[src/rtl/mem_arb_pkg.sv]
// Shared types and sizing constants for the main-memory arbiter.
package mem_arb_pkg;

  // Arbiter states: idle, single-cycle store, D-cache fill, I-cache fill.
  typedef enum logic [1:0] {
    StIdle  = 2'd0,
    StWrite = 2'd1,
    StFillD = 2'd2,
    StFillI = 2'd3
  } arb_state_t;

  // Default block geometry; memory words are two bytes wide.
  localparam int unsigned WordsPerBlock = 8;
  localparam int unsigned WordBytes     = 2;
  localparam int unsigned BlockBytes    = WordsPerBlock * WordBytes;
  localparam int unsigned OffsetW       = $clog2(WordsPerBlock);
  localparam int unsigned CntW          = OffsetW + 1;

endpackage

[src/rtl/fill_counter.sv]
// Up-counter with synchronous clear and enable, used for issue and return counts.
module fill_counter #(
  parameter int unsigned Width = 4
) (
  input  logic             clk_i,
  input  logic             rst_ni,
  input  logic             clr_i,
  input  logic             en_i,
  output logic [Width-1:0] cnt_o
);

  logic [Width-1:0] cnt_q;

  // Clear wins over enable so a fresh fill always starts at zero.
  always_ff @(posedge clk_i or negedge rst_ni) begin
    if (!rst_ni) begin
      cnt_q <= '0;
    end else if (clr_i) begin
      cnt_q <= '0;
    end else if (en_i) begin
      cnt_q <= cnt_q + 1'b1;
    end
  end

  assign cnt_o = cnt_q;

endmodule

[src/rtl/mem_arbiter.sv]
// Arbitrates the single pipelined memory port between I-cache fills, D-cache fills
// and D-cache write-through stores.
module mem_arbiter
  import mem_arb_pkg::*;
#(
  parameter int unsigned WORDS_PER_BLOCK = WordsPerBlock,
  parameter int unsigned ADDR_W          = 16,
  parameter int unsigned DATA_W          = 16
) (
  input  logic                               clk_i,
  input  logic                               rst_ni,
  input  logic                               icache_miss_i,
  input  logic [ADDR_W-1:0]                  icache_miss_addr_i,
  input  logic                               dcache_miss_i,
  input  logic [ADDR_W-1:0]                  dcache_miss_addr_i,
  input  logic                               dcache_wr_req_i,
  input  logic [ADDR_W-1:0]                  dcache_wr_addr_i,
  input  logic [DATA_W-1:0]                  dcache_wr_data_i,
  output logic                               dcache_wr_ack_o,
  output logic                               mem_en_o,
  output logic                               mem_wr_o,
  output logic [ADDR_W-1:0]                  mem_addr_o,
  output logic [DATA_W-1:0]                  mem_wdata_o,
  input  logic [DATA_W-1:0]                  mem_rdata_i,
  input  logic                               mem_rvalid_i,
  output logic                               icache_fill_we_o,
  output logic                               dcache_fill_we_o,
  output logic [DATA_W-1:0]                  fill_data_o,
  output logic [$clog2(WORDS_PER_BLOCK)-1:0] fill_idx_o,
  output logic                               icache_fill_done_o,
  output logic                               dcache_fill_done_o,
  output logic                               busy_o
);

  localparam int unsigned OffW      = $clog2(WORDS_PER_BLOCK);
  localparam int unsigned CntWidth  = OffW + 1;
  localparam int unsigned BlkBytes  = WORDS_PER_BLOCK * WordBytes;

  localparam logic [CntWidth-1:0] NumWords = CntWidth'(WORDS_PER_BLOCK);
  localparam logic [CntWidth-1:0] LastIdx  = CntWidth'(WORDS_PER_BLOCK - 1);
  localparam logic [ADDR_W-1:0]   BaseMask = ~ADDR_W'(BlkBytes - 1);

  arb_state_t          state_q, state_d;
  logic [ADDR_W-1:0]   base_q, base_d;
  logic [CntWidth-1:0] issue_cnt, ret_cnt;
  logic                in_fill, issue_act, ret_en, last_ret, cnt_clr;

  assign in_fill   = (state_q == StFillD) || (state_q == StFillI);
  assign issue_act = in_fill && (issue_cnt < NumWords);
  // Returns outside a fill (idle, store, or after a reset) are dropped here.
  assign ret_en    = in_fill && mem_rvalid_i;
  assign last_ret  = ret_en && (ret_cnt == LastIdx);
  // Counters sit at zero whenever no fill is running, so every grant starts clean.
  assign cnt_clr   = !in_fill;

  fill_counter #(
    .Width (CntWidth)
  ) u_issue_cnt (
    .clk_i  (clk_i),
    .rst_ni (rst_ni),
    .clr_i  (cnt_clr),
    .en_i   (issue_act),
    .cnt_o  (issue_cnt)
  );

  fill_counter #(
    .Width (CntWidth)
  ) u_ret_cnt (
    .clk_i  (clk_i),
    .rst_ni (rst_ni),
    .clr_i  (cnt_clr),
    .en_i   (ret_en),
    .cnt_o  (ret_cnt)
  );

  // State and latched block base address.
  always_ff @(posedge clk_i or negedge rst_ni) begin
    if (!rst_ni) begin
      state_q <= StIdle;
      base_q  <= '0;
    end else begin
      state_q <= state_d;
      base_q  <= base_d;
    end
  end

  // Next state: fixed-priority grant in idle; fills run to their last return.
  always_comb begin
    state_d = state_q;
    base_d  = base_q;
    unique case (state_q)
      StIdle: begin
        if (dcache_wr_req_i) begin
          state_d = StWrite;
        end else if (dcache_miss_i) begin
          state_d = StFillD;
          base_d  = dcache_miss_addr_i & BaseMask;
        end else if (icache_miss_i) begin
          state_d = StFillI;
          base_d  = icache_miss_addr_i & BaseMask;
        end
      end
      StWrite: state_d = StIdle;
      StFillD, StFillI: begin
        if (last_ret) begin
          state_d = StIdle;
        end
      end
      default: state_d = StIdle;
    endcase
  end

  // Output decode from registered state, counters and the read-return strobe.
  always_comb begin
    dcache_wr_ack_o    = 1'b0;
    mem_en_o           = 1'b0;
    mem_wr_o           = 1'b0;
    mem_addr_o         = '0;
    mem_wdata_o        = '0;
    icache_fill_we_o   = 1'b0;
    dcache_fill_we_o   = 1'b0;
    icache_fill_done_o = 1'b0;
    dcache_fill_done_o = 1'b0;
    unique case (state_q)
      StWrite: begin
        mem_en_o        = 1'b1;
        mem_wr_o        = 1'b1;
        mem_addr_o      = dcache_wr_addr_i;
        mem_wdata_o     = dcache_wr_data_i;
        dcache_wr_ack_o = 1'b1;
      end
      StFillD, StFillI: begin
        mem_en_o = issue_act;
        if (issue_act) begin
          mem_addr_o = base_q + ADDR_W'({issue_cnt, 1'b0});
        end
        if (state_q == StFillD) begin
          dcache_fill_we_o   = mem_rvalid_i;
          dcache_fill_done_o = last_ret;
        end else begin
          icache_fill_we_o   = mem_rvalid_i;
          icache_fill_done_o = last_ret;
        end
      end
      default: ;
    endcase
  end

  assign fill_data_o = mem_rdata_i;
  assign fill_idx_o  = ret_cnt[OffW-1:0];
  assign busy_o      = (state_q != StIdle);

endmodule

[config.mk]
export PLATFORM = sky130hd
export DESIGN_NAME = mem_arbiter
export DESIGN_NICKNAME = d
export VERILOG_FILES = /design/src/rtl/mem_arb_pkg.sv /design/src/rtl/fill_counter.sv /design/src/rtl/mem_arbiter.sv
export SDC_FILE = /design/constraint.sdc
export NUM_CORES = 1
export LEC_CHECK = 0
export ABC_AREA = 1
export CAP_MARGIN = 20
export CORE_UTILIZATION = 30
export DETAILED_ROUTE_END_ITERATION = 7
export PLACE_DENSITY = 0.81
export SYNTH_ARGS = -nofsm -noshare
export SYNTH_HDL_FRONTEND = slang
export SYNTH_SLANG_ARGS = --single-unit
[constraint.sdc]
create_clock -name clk_i -period 1.8 [get_ports clk_i]
set_input_delay 0.27 -clock clk_i [delete_from_list [all_inputs] [get_ports clk_i]]
set_output_delay 0.27 -clock clk_i [all_outputs]
set_load 0.02 [all_outputs]
== Word-level counts from Yosys, hierarchy flattened ==
Index checks and enable logic that the tools add are counted.

* Add/subtract/negate cells: 3
* Order comparisons: 1
* Eq/ne operators: 8
* Muxes and demuxes: 24
* Bitwise gates (word level): 1
* Reduce and logical (&&, ||, !) cells: 10

{| class="wikitable"
|+ Operators with widths
! cell !! number
|-
| $mux W16 || 4
|-
| $pmux W16 S2 || 1
|-
| $add A16 B5 Y16 || 1
|-
| $mux W4 || 4
|-
| $mux W1 || 9
|-
| $add A4 B1 Y4 const B || 2
|-
| $mux W2 || 4
|-
| $pmux W2 S3 || 1
|-
| $eq A2 B2 Y1 const B || 2
|-
| $eq A4 B3 Y1 const B || 1
|-
| $lt A4 B4 Y1 const B || 1
|-
| $ne A2 B1 Y1 const B || 2
|-
| $ne A4 B4 Y1 const B || 1
|-
| $reduce_bool A2 Y1 || 2
|-
| $logic_and A1 B1 Y1 || 3
|-
| $reduce_and A3 Y1 || 1
|-
| $eq A2 B1 Y1 const B || 1
|-
| $logic_not A2 Y1 || 1
|-
| $ne A2 B2 Y1 const B || 1
|-
| $pmux W1 S2 || 1
|-
| $reduce_and A2 Y1 || 1
|-
| $reduce_or A2 Y1 || 1
|-
| $logic_or A1 B1 Y1 || 1
|-
| $not A1 Y1 || 1
|}

* Register bits: 26
* Bits of input ports: 86
* Output and inout port bits: 59
* Logic and storage cells: 51

== Longest topological paths before layout ==
* Depth in word-level cells: 6
* Depth in mapped cells: 9
* Depth with buffers taken out: 9

== By module ==
From an unflattened synthesis, not the netlist that was laid out.

* Cells, all modules: 272
* Area total of the unflattened synthesis: 1,860.5 um2

{| class="wikitable"
|+ Modules (own cells, without submodules)
! module !! times used !! cells an instance !! area an instance (um2) !! sequential area each (um2)
|-
| mem_arbiter || 1 || 224 || 1,457.6 || 350.3
|-
| fill_counter || 2 || 24 || 201.4 || 100.1
|}

== Least setup slack after synthesis ==
Ideal clock, no wire load.

* Path kind: reg2out
* Start point: register u_issue_cnt.cnt_q[3], in the netlist u_issue_cnt.cnt_o[3]
* End point: output mem_addr_o[10]
* Data arrival time: 1.568 ns
* Data required time: 1.530 ns
* Slack: -0.038 ns
* Stages on the path, launching flop included: 8
* Path buffers: 0
* Path through: dfrtp_1 > ha_1 > ha_1 > nand2_1 > inv_1 > nand2_1 > nand2_1 > o21ai_0

* Longest elaborated chain between the ends: 4
* Elaborated cells on any way between the ends: 5
* Classes of those cells: add/sub: 1; order compare: 1; mux: 2; reduce/logical: 1

{| class="wikitable"
|+ RTL lines
! element !! line !! source
|-
| start, declared || fill_counter.sv:12 || <nowiki>logic [Width-1:0] cnt_q;</nowiki>
|-
| start signal, assigned || fill_counter.sv:21 || <nowiki>cnt_q <= cnt_q + 1'b1;</nowiki>
|-
| parallel branches: the longest is 2 deep, another holds $add A16 B5 Y16 || n/a ||
|-
| $mux W16 (*) || mem_arbiter.sv:134 || <nowiki>if (issue_act) begin</nowiki>
|-
| $pmux W16 S2 (*) || mem_arbiter.sv:124 || <nowiki>unique case (state_q)</nowiki>
|-
| end, declared || mem_arbiter.sv:22 || <nowiki>output logic [ADDR_W-1:0] mem_addr_o,</nowiki>
|}

Mark *: on every way between the ends.

== Worst setup path in the final report ==
* Start point: register u_issue_cnt.cnt_q[3], in the netlist u_issue_cnt.cnt_o[3]
* End point: output mem_addr_o[11]

The elaborated chain is that of the path after synthesis.

==> results.yml <==
synthesis:
  syn_inst: 280
  yosysWarnings: 0
  ys_ff_latch: 22
  synth.top_cell.area_share_pct: 29.3
  synth.avg_cell_area_sq_um: 6.71
  synthTopCellsByArea: "dfrtp_1, nand2_1, buf_4, inv_1, o21ai_0"
  yosys.area.top_type: "dfrtp_1"
  syn_area_sq_um: 1880
  ys_types: 25
  ys_seq_area_share_pct: 29.3
  syn-num-nets: 370
setup_path:
  timing.rr.end: "base_q[8]"
  crit_type: "register to output port"
  critPathCaptureType: "output port"
  r2r_cells: 8
  worstPathRequired_ps: 1530
  cp.arrival_ps: 1670
  worstReg2RegStart: "state_q[1]"
  critPathMaxFanout: 3
  r2r_setup_slack_ps: 330
  crit_path_end: "mem_addr_o[11]"
  crit_path_start_kind: "register"
  cp-startpoint: "u_issue_cnt.cnt_o[3]"
sta:
  slew_headroom_pct: 80.9
  worst_slew_pin_slew_ps: 287
  setup_viol: 9
  max_freq_ghz: 0.516
  min_period_ps: 1940
  clock-skew-final_ps: 4.99
  post-route-period-util_pct: 108
  whs_ps: 356
  fin_ws_ps: -139
  hold_violations: 0
  slew_viol_final: 0
  rsz0062_at_grt: "yes"
global_routing:
  grt_max_degree: 26
  grt_pass1_vias: 1917
  gr-total-overflow: 0
  grt_pass1_wl_um: 8330
  gr-usage-met3_pct: 2.13
  grt_use_total_pct: 16.2
  grt.busiest_layer: "met2"
  use_met2_pct: 29.7
  grt_use_met1_pct: 19.2
  antenna_found_initial: 0
cells_and_area:
  drive_gt1_share_pct: 29.1
  final_cell_mix: "clkdlybuf4s50_1, nand2_1, inv_1"
  final_common_cell: "clkdlybuf4s50_1"
  fin_nets: 493
  diodes: 0
  area_growth_syn_to_layout_pct: 69.9
place:
  hpwl_um: 4260
  port_buffers: 104
  place_congestion: 0.820
detailed_routing:
  drt_wl_total_um: 5660
  num_vias: 2170
  dr.pass1.iters: 4
  drc: 0
  via_per_inst: 4.55
  post_drt_wl_per_cell_um: 11.9
  ant_nets: 0
  drt_iter0_drc: 142
power_and_ir_drop:
  power_w: 0.00448
  power_density_nw_per_um2: 1410
  power.leakage_nw: 1.67
  peakVddDrop_uv: 474
floorplan:
  initial_core_util_pct: 31.3
  rows: 28
  dieArea_sq_um: 6580
  die_h_um: 81.1
  io_pins: 145
  core_sq_um: 5990
  fp.dieW_um: 81.1
run:
  cap_violations: 0
clock_network:
  numClockSinks: 22
  clockRootBuffer: "clkbuf_8"
  worstSkewPairLatency_ps: 260
  cts_max_path_buffers: 2
  cts_tree: "yes"
  cts_htree_levels: 1
  cts_buffers: 3
  clk_pin_slew_ps: 80
worst_hold_path:
  hold_class: "input port to async pin"
run_status:
  violations: "negative setup slack"
  status: "finished with violations"
==> critical path: stages, from the launching register on <==
cell and delay, ps:
dfrtp_1 410, ha_4 180, nand2_4 60, nor2_4 130
buf_6 120, buf_6 90, nand2_4 40, nand2_2 50
nand2_1 50, o21ai_1 130, buf_4 160
==> Yosys cell counts (all sizes together) <==
cell type and number:
o211ai 7, dfrtp 22, a22o 2, nor2 37
o31ai 2, o21a 5, inv 52, buf 29
nand4 3, o21ai 31, a31oi 1, ha 4
nand2 66, nor3 1, a21oi 7, nand3 11
==> where the power goes <==
part	switching, W	internal, W
logic	0.00171	0.00153
clock network	0.000151	0.000195
registers	0.000173	0.000731
total	0.00203	0.00245
==> worst min-delay path by stage <==
stage                             from                   end  slack (ps)  depth (start not counted)
finish                          rst_ni  u_issue_cnt.cnt_o[0]         360                          2
global route                    rst_ni  u_issue_cnt.cnt_o[0]         390                          2
CTS                             rst_ni  u_issue_cnt.cnt_o[0]         360                          2
global placement    u_ret_cnt.cnt_o[3]    u_ret_cnt.cnt_o[3]         450                          1
floorplan                       rst_ni            base_q[10]         -30                          0
detailed placement  u_ret_cnt.cnt_o[3]    u_ret_cnt.cnt_o[3]         470                          1
==> metal layers <==
metal  share of wire (%)  up-vias
li1                    -     1102
met1                  41      956
met2                  50      106
met3                 8.1        6
met4                 1.2        0
met5                   0        -
==> cell families after synthesis <==
family,count (synthesis),share of synthesized area (%)
compound gates,55,18.4
fa+ha+maj,4,2.66
buf+inv,81,22.3
flops,22,29.3
simple gates,118,27.4
==> registers in the layout (all words and copies together) (netlist names) <==
name and flops:
base_q 12, u_issue_cnt.cnt_o 4, u_ret_cnt.cnt_o 4, state_q 2
==> cell type report <==
class / count / area, sq um
Clock buffer: 4 / 55.1
Inverter: 52 / 200
Tap cell: 75 / 93.8
Timing Repair Buffer: 147 / 1290
Multi-Input combinational cell: 177 / 1000
Fill cell: 568 / 2800
Sequential cell: 22 / 551
==> repair_timing <==
action / in CTS / in global routing
buffers inserted: 9 / 5
setup endpoints to repair: 40 / 30
resized for setup: 173 / 41
hold buffers: 0 / 0
cloned: 0 / 1
pin swaps: 6 / 20
==> per-stage QoR <==
step / cells / cell area [sq um] / setup TNS, ps / worst slack, ps / utilization, %
6_report: 477 / 3190 / -964 / -139 / 53.3
3_3_place_gp: 459 / 3030 / -5170 / -344 / 50.6
3_5_place_dp: 459 / 3030 / -6000 / -410 / 50.6
5_1_grt: 477 / 3190 / -1670 / -225 / 53.3
4_1_cts: 472 / 3050 / -902 / -138 / 50.9
2_1_floorplan: 280 / 1880 / 0 / 17.5 / -
Power figures use the tool's default switching activity.
